<file path="src/rtl/sc_statemachinegame_if.sv">
// Control/status bundle between the frog game sequencer and the rest of the board.
// The slave side is the game sequencer; the master side drives buttons and collision/goal/tick inputs.
interface sc_statemachinegame_if;
  logic       SC_STATEMACHINEGAME_startButton_InLow;
  logic       SC_STATEMACHINEGAME_tick_InHigh;
  logic       SC_STATEMACHINEGAME_collision_InHigh;
  logic       SC_STATEMACHINEGAME_goal_InHigh;
  logic       SC_STATEMACHINEGAME_pointClear_OutLow;
  logic       SC_STATEMACHINEGAME_playing_OutHigh;
  logic       SC_STATEMACHINEGAME_carShift_OutHigh;
  logic [1:0] SC_STATEMACHINEGAME_lives_Out;
  logic [2:0] SC_STATEMACHINEGAME_level_Out;
  logic       SC_STATEMACHINEGAME_gameOver_OutHigh;
  logic       SC_STATEMACHINEGAME_win_OutHigh;

  modport master (
    output SC_STATEMACHINEGAME_startButton_InLow, SC_STATEMACHINEGAME_tick_InHigh,
           SC_STATEMACHINEGAME_collision_InHigh, SC_STATEMACHINEGAME_goal_InHigh,
    input  SC_STATEMACHINEGAME_pointClear_OutLow, SC_STATEMACHINEGAME_playing_OutHigh,
           SC_STATEMACHINEGAME_carShift_OutHigh, SC_STATEMACHINEGAME_lives_Out,
           SC_STATEMACHINEGAME_level_Out, SC_STATEMACHINEGAME_gameOver_OutHigh,
           SC_STATEMACHINEGAME_win_OutHigh
  );

  modport slave (
    input  SC_STATEMACHINEGAME_startButton_InLow, SC_STATEMACHINEGAME_tick_InHigh,
           SC_STATEMACHINEGAME_collision_InHigh, SC_STATEMACHINEGAME_goal_InHigh,
    output SC_STATEMACHINEGAME_pointClear_OutLow, SC_STATEMACHINEGAME_playing_OutHigh,
           SC_STATEMACHINEGAME_carShift_OutHigh, SC_STATEMACHINEGAME_lives_Out,
           SC_STATEMACHINEGAME_level_Out, SC_STATEMACHINEGAME_gameOver_OutHigh,
           SC_STATEMACHINEGAME_win_OutHigh
  );
endinterface

</file>
<file path="src/rtl/sc_statemachinegame.sv">
// Frog game sequencer: start/arm, play with level-dependent car shift rate,
// hit/freeze handling with lives, level-up, game-over and win.
module sc_statemachinegame #(
  parameter int LIVES_INIT  = 3,
  parameter int LEVEL_MAX   = 7,
  parameter int BASE_PERIOD = 8,
  parameter int HOLD_TICKS  = 4
) (
  input logic                  SC_STATEMACHINEGAME_CLOCK_50,
  input logic                  SC_STATEMACHINEGAME_RESET_InHigh,
  sc_statemachinegame_if.slave gameBus
);
  localparam int SHIFT_W = $clog2(BASE_PERIOD + 1);
  localparam int HOLD_W  = $clog2(HOLD_TICKS + 1);

  typedef enum logic [2:0] {
    IDLE, ARM, PLAY, HIT, HOLD, LEVELUP, GAMEOVER, WIN
  } gameState;

  gameState           stateReg, stateNext;
  logic [1:0]         livesReg, livesNext;
  logic [2:0]         levelReg, levelNext;
  logic [SHIFT_W-1:0] shiftCountReg, shiftCountNext;
  logic [HOLD_W-1:0]  holdCountReg, holdCountNext;
  logic               carShiftReg, carShiftNext;
  logic               pointClear;
  logic [31:0]        shiftPeriod;
  logic               startPressed, tickPulse, collision, goal;

  assign startPressed = ~gameBus.SC_STATEMACHINEGAME_startButton_InLow;
  assign tickPulse    = gameBus.SC_STATEMACHINEGAME_tick_InHigh;
  assign collision    = gameBus.SC_STATEMACHINEGAME_collision_InHigh;
  assign goal         = gameBus.SC_STATEMACHINEGAME_goal_InHigh;

  // Cars speed up one tick per level, but never faster than one shift per tick.
  always_comb begin
    if (32'(BASE_PERIOD) > 32'(levelReg)) shiftPeriod = 32'(BASE_PERIOD) - 32'(levelReg);
    else                                  shiftPeriod = 32'd1;
  end

  always_ff @(posedge SC_STATEMACHINEGAME_CLOCK_50) begin
    if (SC_STATEMACHINEGAME_RESET_InHigh) begin
      stateReg      <= IDLE;
      livesReg      <= 2'(LIVES_INIT);
      levelReg      <= 3'd0;
      shiftCountReg <= '0;
      holdCountReg  <= '0;
      carShiftReg   <= 1'b0;
    end else begin
      stateReg      <= stateNext;
      livesReg      <= livesNext;
      levelReg      <= levelNext;
      shiftCountReg <= shiftCountNext;
      holdCountReg  <= holdCountNext;
      carShiftReg   <= carShiftNext;
    end
  end

  always_comb begin
    stateNext      = stateReg;
    livesNext      = livesReg;
    levelNext      = levelReg;
    shiftCountNext = shiftCountReg;
    holdCountNext  = holdCountReg;
    carShiftNext   = 1'b0;
    pointClear     = 1'b1;
    case (stateReg)
      IDLE, GAMEOVER, WIN: begin
        if (startPressed) stateNext = ARM;
      end
      ARM: begin
        pointClear     = 1'b0;
        livesNext      = 2'(LIVES_INIT);
        levelNext      = 3'd0;
        shiftCountNext = '0;
        if (!startPressed) stateNext = PLAY;
      end
      PLAY: begin
        if (tickPulse) begin
          if (32'(shiftCountReg) + 32'd1 >= shiftPeriod) begin
            shiftCountNext = '0;
            carShiftNext   = 1'b1;
          end else begin
            shiftCountNext = shiftCountReg + 1'b1;
          end
        end
        // A collision outranks reaching the goal in the same cycle.
        if (collision) begin
          stateNext = HIT;
          if (livesReg != 2'd0) livesNext = livesReg - 2'd1;
        end else if (goal) begin
          stateNext = LEVELUP;
        end
      end
      HIT: begin
        pointClear    = 1'b0;
        holdCountNext = '0;
        stateNext     = (livesReg == 2'd0) ? GAMEOVER : HOLD;
      end
      HOLD: begin
        if (tickPulse) begin
          if (32'(holdCountReg) + 32'd1 >= 32'(HOLD_TICKS)) begin
            holdCountNext = '0;
            stateNext     = PLAY;
          end else begin
            holdCountNext = holdCountReg + 1'b1;
          end
        end
      end
      LEVELUP: begin
        pointClear     = 1'b0;
        shiftCountNext = '0;
        if (levelReg == 3'(LEVEL_MAX)) begin
          stateNext = WIN;
        end else begin
          levelNext = levelReg + 3'd1;
          stateNext = PLAY;
        end
      end
      default: stateNext = IDLE;
    endcase
  end

  assign gameBus.SC_STATEMACHINEGAME_pointClear_OutLow = pointClear;
  assign gameBus.SC_STATEMACHINEGAME_playing_OutHigh   = (stateReg == PLAY);
  assign gameBus.SC_STATEMACHINEGAME_carShift_OutHigh  = carShiftReg;
  assign gameBus.SC_STATEMACHINEGAME_lives_Out         = livesReg;
  assign gameBus.SC_STATEMACHINEGAME_level_Out         = levelReg;
  assign gameBus.SC_STATEMACHINEGAME_gameOver_OutHigh  = (stateReg == GAMEOVER);
  assign gameBus.SC_STATEMACHINEGAME_win_OutHigh       = (stateReg == WIN);
endmodule
</file>
<file path="src/flat_wrapper.sv">
// flat-port wrapper written by rule: the top's interface ports become plain ports
module sc_statemachinegame_flat 
#(
  parameter int LIVES_INIT  = 3,
  parameter int LEVEL_MAX   = 7,
  parameter int BASE_PERIOD = 8,
  parameter int HOLD_TICKS  = 4
)
  (SC_STATEMACHINEGAME_CLOCK_50, SC_STATEMACHINEGAME_RESET_InHigh, gameBus_SC_STATEMACHINEGAME_startButton_InLow, gameBus_SC_STATEMACHINEGAME_tick_InHigh, gameBus_SC_STATEMACHINEGAME_collision_InHigh, gameBus_SC_STATEMACHINEGAME_goal_InHigh, gameBus_SC_STATEMACHINEGAME_pointClear_OutLow, gameBus_SC_STATEMACHINEGAME_playing_OutHigh, gameBus_SC_STATEMACHINEGAME_carShift_OutHigh, gameBus_SC_STATEMACHINEGAME_lives_Out, gameBus_SC_STATEMACHINEGAME_level_Out, gameBus_SC_STATEMACHINEGAME_gameOver_OutHigh, gameBus_SC_STATEMACHINEGAME_win_OutHigh);
  sc_statemachinegame_if gameBus_i ();
  input logic SC_STATEMACHINEGAME_CLOCK_50;
  input logic SC_STATEMACHINEGAME_RESET_InHigh;
  input wire logic [$bits(gameBus_i.SC_STATEMACHINEGAME_startButton_InLow)-1:0] gameBus_SC_STATEMACHINEGAME_startButton_InLow;
  input wire logic [$bits(gameBus_i.SC_STATEMACHINEGAME_tick_InHigh)-1:0] gameBus_SC_STATEMACHINEGAME_tick_InHigh;
  input wire logic [$bits(gameBus_i.SC_STATEMACHINEGAME_collision_InHigh)-1:0] gameBus_SC_STATEMACHINEGAME_collision_InHigh;
  input wire logic [$bits(gameBus_i.SC_STATEMACHINEGAME_goal_InHigh)-1:0] gameBus_SC_STATEMACHINEGAME_goal_InHigh;
  output wire logic [$bits(gameBus_i.SC_STATEMACHINEGAME_pointClear_OutLow)-1:0] gameBus_SC_STATEMACHINEGAME_pointClear_OutLow;
  output wire logic [$bits(gameBus_i.SC_STATEMACHINEGAME_playing_OutHigh)-1:0] gameBus_SC_STATEMACHINEGAME_playing_OutHigh;
  output wire logic [$bits(gameBus_i.SC_STATEMACHINEGAME_carShift_OutHigh)-1:0] gameBus_SC_STATEMACHINEGAME_carShift_OutHigh;
  output wire logic [$bits(gameBus_i.SC_STATEMACHINEGAME_lives_Out)-1:0] gameBus_SC_STATEMACHINEGAME_lives_Out;
  output wire logic [$bits(gameBus_i.SC_STATEMACHINEGAME_level_Out)-1:0] gameBus_SC_STATEMACHINEGAME_level_Out;
  output wire logic [$bits(gameBus_i.SC_STATEMACHINEGAME_gameOver_OutHigh)-1:0] gameBus_SC_STATEMACHINEGAME_gameOver_OutHigh;
  output wire logic [$bits(gameBus_i.SC_STATEMACHINEGAME_win_OutHigh)-1:0] gameBus_SC_STATEMACHINEGAME_win_OutHigh;
  assign gameBus_i.SC_STATEMACHINEGAME_startButton_InLow = gameBus_SC_STATEMACHINEGAME_startButton_InLow;
  assign gameBus_i.SC_STATEMACHINEGAME_tick_InHigh = gameBus_SC_STATEMACHINEGAME_tick_InHigh;
  assign gameBus_i.SC_STATEMACHINEGAME_collision_InHigh = gameBus_SC_STATEMACHINEGAME_collision_InHigh;
  assign gameBus_i.SC_STATEMACHINEGAME_goal_InHigh = gameBus_SC_STATEMACHINEGAME_goal_InHigh;
  assign gameBus_SC_STATEMACHINEGAME_pointClear_OutLow = gameBus_i.SC_STATEMACHINEGAME_pointClear_OutLow;
  assign gameBus_SC_STATEMACHINEGAME_playing_OutHigh = gameBus_i.SC_STATEMACHINEGAME_playing_OutHigh;
  assign gameBus_SC_STATEMACHINEGAME_carShift_OutHigh = gameBus_i.SC_STATEMACHINEGAME_carShift_OutHigh;
  assign gameBus_SC_STATEMACHINEGAME_lives_Out = gameBus_i.SC_STATEMACHINEGAME_lives_Out;
  assign gameBus_SC_STATEMACHINEGAME_level_Out = gameBus_i.SC_STATEMACHINEGAME_level_Out;
  assign gameBus_SC_STATEMACHINEGAME_gameOver_OutHigh = gameBus_i.SC_STATEMACHINEGAME_gameOver_OutHigh;
  assign gameBus_SC_STATEMACHINEGAME_win_OutHigh = gameBus_i.SC_STATEMACHINEGAME_win_OutHigh;
  sc_statemachinegame #(.LIVES_INIT(LIVES_INIT), .LEVEL_MAX(LEVEL_MAX), .BASE_PERIOD(BASE_PERIOD), .HOLD_TICKS(HOLD_TICKS)) u_core (.SC_STATEMACHINEGAME_CLOCK_50(SC_STATEMACHINEGAME_CLOCK_50), .SC_STATEMACHINEGAME_RESET_InHigh(SC_STATEMACHINEGAME_RESET_InHigh), .gameBus(gameBus_i));
endmodule
</file>
<file path="config.mk">
export PLATFORM = sky130hd
export DESIGN_NAME = sc_statemachinegame_flat
export DESIGN_NICKNAME = d
export VERILOG_FILES = /design/src/rtl/sc_statemachinegame_if.sv /design/src/rtl/sc_statemachinegame.sv /design/src/flat_wrapper.sv
export SDC_FILE = /design/constraint.sdc
export NUM_CORES = 1
export LEC_CHECK = 0
export ABC_AREA = 1
export CAP_MARGIN = 15
export CORE_MARGIN = 3
export CORE_UTILIZATION = 34
export CTS_CLUSTER_DIAMETER = 50
export DETAILED_ROUTE_END_ITERATION = 8
export PLACE_DENSITY = 0.63
export SLEW_MARGIN = 30
export SYNTH_ARGS = -nofsm -noshare
export SYNTH_HDL_FRONTEND = slang
export SYNTH_SLANG_ARGS = --single-unit
</file>
<file path="constraint.sdc">
create_clock -name SC_STATEMACHINEGAME_CLOCK_50 -period 3.3 [get_ports SC_STATEMACHINEGAME_CLOCK_50]
set_clock_uncertainty 0.15 [all_clocks]
set_input_delay 0.495 -clock SC_STATEMACHINEGAME_CLOCK_50 [delete_from_list [all_inputs] [get_ports SC_STATEMACHINEGAME_CLOCK_50]]
set_output_delay 0.495 -clock SC_STATEMACHINEGAME_CLOCK_50 [all_outputs]
set_load 0.005 [all_outputs]
</file>
==> summary.txt <==
Clock network
  – Clock sink total: 16
  – Clk pin slew, worst setup/hold paths: 0.10 ns
  – Maximum root-to-sink buffer count: 2
  – CTS Root Cell: clkbuf_4
  – Worst skew pair latency: 0.29 ns
  – Post-CTS setup buffer count: 0
  – CTS hold repair buffers: 0
  – CTS tree: built
  – CTS Buf Count: 3
  – Cts repair resizes: 0
  – Htree depth: 1

Global route
  – Largest net degree at the start of global routing: 10
  – GRT Residual Overflow: 0
  – Number of global-route vias before repair: 943
  – Gr usage total: 12.87%
  – Global-route wire length before repair: 3753 µm
  – Initial antenna violation count: 0

Finish
  – N_diodes: 0
  – Design Area, Final: 1301 µm²
  – Syn-to-layout area delta: 22.07%
  – Ratio of cells with drive above 1 in the final layout: 10.53%
  – Nets: 188
  – Most frequent cells in the layout: nand2_1 (32), inv_1 (19), nor2_1 (17)
  – Commonest non-fill, non-tap cell in the layout: nand2_1

Synthesis
  – Yosys cell types: 30
  – Synth Instances: 153
  – Ys Warns: 0
  – Register area share after synthesis: 30.05%
  – Mean post-synth cell area: 6.967 µm²
  – Area leader, netlist: dfxtp_1
  – Mapped cell area: 1066 µm²
  – Area contributors post-synth: dfxtp_1 (30%), ha_1 (12%), nand2_1 (11%)
  – Synth Net Count: 169
  – Share of the synthesized area in the top cell type: 30.05%
  – Flops & latches, synth: 16

Floorplanning
  – Top-Level Pins: 16
  – # rows: 19
  – Initial Util: 37.06%
  – Core area: 2877 µm²
  – Die Height: 62.00 µm
  – Die X: 62.00 µm
  – Die area: 3843 µm²

Detailed routing
  – DRT Pass-1 Iters: 4
  – Vias: 1,036
  – Final wirelength: 2208 µm
  – Remaining DRCs: 0
  – Via density per instance: 4.864
  – DR iter-0 viols: 44
  – DR WL/cell: 10.37 µm
  – Antenna-violating nets left: 0

Power and ir drop
  – Leakage: 0.5843 nW
  – Peak supply drop: 0.4139 mV
  – Pwr Density: 713.8 nW/µm²
  – Overall power: 0.9289 mW

Worst setup path
  – Crit path to: gameBus_SC_STATEMACHINEGAME_win_OutHigh
  – Crit. End Element: primary output
  – Critical Path RT: 2.65 ns
  – R2R Path End: u_core.shiftCountReg[3]$_SDFFE_PP0P_
  – CP max FO: 7
  – Startpoint types: flip-flop
  – WS Path Type: flip-flop to primary output
  – Worst Setup SP: u_core.stateReg[1]$_SDFFE_PP0P_
  – R2R setup slack: 1.27 ns
  – FF-to-FF path depth: 9
  – WP data arrival: 1.69 ns
  – Worst r2r src: u_core.gameBus.SC_STATEMACHINEGAME_level_Out[0]$_SDFFE_PP0P_

STA
  – Fin Setup TNS: 0 ns
  – FMAX: 428.3 MHz
  – Count of final setup violators: 0
  – Actual slew at the worst max-slew pin: 0.3653 ns
  – Unrepaired setup endpoints after global routing: no
  – Fin. max-slew vios: 0
  – Rel. slew slack: 75.57%
  – Final period util: 70.75%
  – Final hold viol count: 0
  – Min Tclk post-route: 2.335 ns

Flow run
  – Max-Cap Viols: 0

Place
  – IO Port Bufs: 15
  – Final Wtd Congestion: 0.8257
  – Detailed placer's ending HPWL: 1713 µm
  – Dpl cell area: 1265 µm²

Worst hold path
  – Worst hold path startpoint: u_core.shiftCountReg[1]$_SDFFE_PP0P_
  – Worst min path class: flip-flop to flip-flop

Outcome
  – Status: complete, no violations
## flip-flops by register name, summed over array words and instances (netlist names)
signal                                               count
u_core.shiftCountReg                                     4
u_core.gameBus.SC_STATEMACHINEGAME_level_Out             3
u_core.holdCountReg                                      3
u_core.stateReg                                          3
u_core.gameBus.SC_STATEMACHINEGAME_lives_Out             2
u_core.gameBus.SC_STATEMACHINEGAME_carShift_OutHigh      1
## worst max-delay path, cell delays in order (launching register included)
cell and delay (ns):
dfxtp_1 0.54, nand2_1 0.21, nor2_1 0.13, clkdlybuf4s50_1 0.51
## power by group
part           total, mW  internal [mW]  leakage (nW)  switching (mW)
Clock              0.134         0.0672        0.0210          0.0670
Combinational      0.494          0.201         0.433           0.293
Sequential         0.300          0.238         0.130          0.0626
Total              0.929          0.506         0.584           0.422
## synth_stat cells
| library cell | count |
|---|---|
| a21boi_0 | 1 |
| a21oi_1 | 10 |
| a21oi_2 | 2 |
| and2_0 | 1 |
| and2_1 | 1 |
| buf_1 | 1 |
| clkinv_1 | 1 |
| dfxtp_1 | 16 |
| ha_1 | 10 |
| inv_1 | 19 |
| inv_2 | 2 |
| nand2_1 | 32 |
| nand2_2 | 3 |
| nand3_1 | 13 |
| nand3_4 | 1 |
| nand4_1 | 3 |
| nor2_1 | 17 |
| nor2_2 | 1 |
| nor2_4 | 2 |
| nor3_1 | 2 |
| nor3_2 | 1 |
| o211ai_1 | 1 |
| o21ai_0 | 4 |
| o21ai_1 | 1 |
| o21ai_2 | 1 |
| o21bai_1 | 1 |
| or2_0 | 1 |
| or2_2 | 1 |
| or3_1 | 1 |
| xor2_1 | 3 |
## worst min path at each step
| stage | endpoint | slack [ns] | cells past startpoint |
|---|---|---|---|
| 5_1_grt | u_core.shiftCountReg[1]$_SDFFE_PP0P_ | 0.38 | 2 |
| 3_5_place_dp | u_core.gameBus.SC_STATEMACHINEGAME_lives_Out[1]$_SDFFE_PP1P_ | 0.34 | 2 |
| 2_1_floorplan | u_core.holdCountReg[2]$_SDFFE_PP0P_ | 0.31 | 2 |
| 3_3_place_gp | u_core.holdCountReg[2]$_SDFFE_PP0P_ | 0.33 | 2 |
| 4_1_cts | u_core.shiftCountReg[1]$_SDFFE_PP0P_ | 0.36 | 2 |
| 6_report | u_core.shiftCountReg[1]$_SDFFE_PP0P_ | 0.35 | 2 |
## area by class of cell
| cell class | instances | area (µm²) |
|---|---|---|
| inverter | 22 | 82.58 |
| clock buffer | 4 | 36.28 |
| sequential | 16 | 320.3 |
| fill | 299 | 1575 |
| multi-input combinational | 114 | 659.4 |
| tap | 42 | 52.55 |
| timing repair buffer | 15 | 150.1 |
## cell families after synthesis
logic type / share of synthesized area (%)
and+or+nand+nor: 36.04
buffers and inverters: 8.098
AOI/OAI and AO/OA: 11.62
DFF: 30.05
adders and majority gates: 11.74
xor gates and xnor gates: 2.465
## routing by layer
metal	vias to the layer above	share of wire, %	global-route usage [%]
li1	533	-	-
met1	473	49	15.82
met2	28	44	21.75
met3	2	6.1	4.339
met4	0	0.45	2.727
met5	-	0	0
## per-stage QoR
stage	setup slack (ns)	utilization, %	hold WS, ns	instances
after detailed placement	1.295	43.98	0.3399	209
after global placement	1.317	43.98	0.3257	209
after global routing	0.8336	45.24	0.3850	213
final	0.9654	45.24	0.3517	213
after CTS	0.9554	45.24	0.3579	213
after floorplan	1.463	-	0.3103	153
No activity file was read; power rests on OpenSTA's default activity.
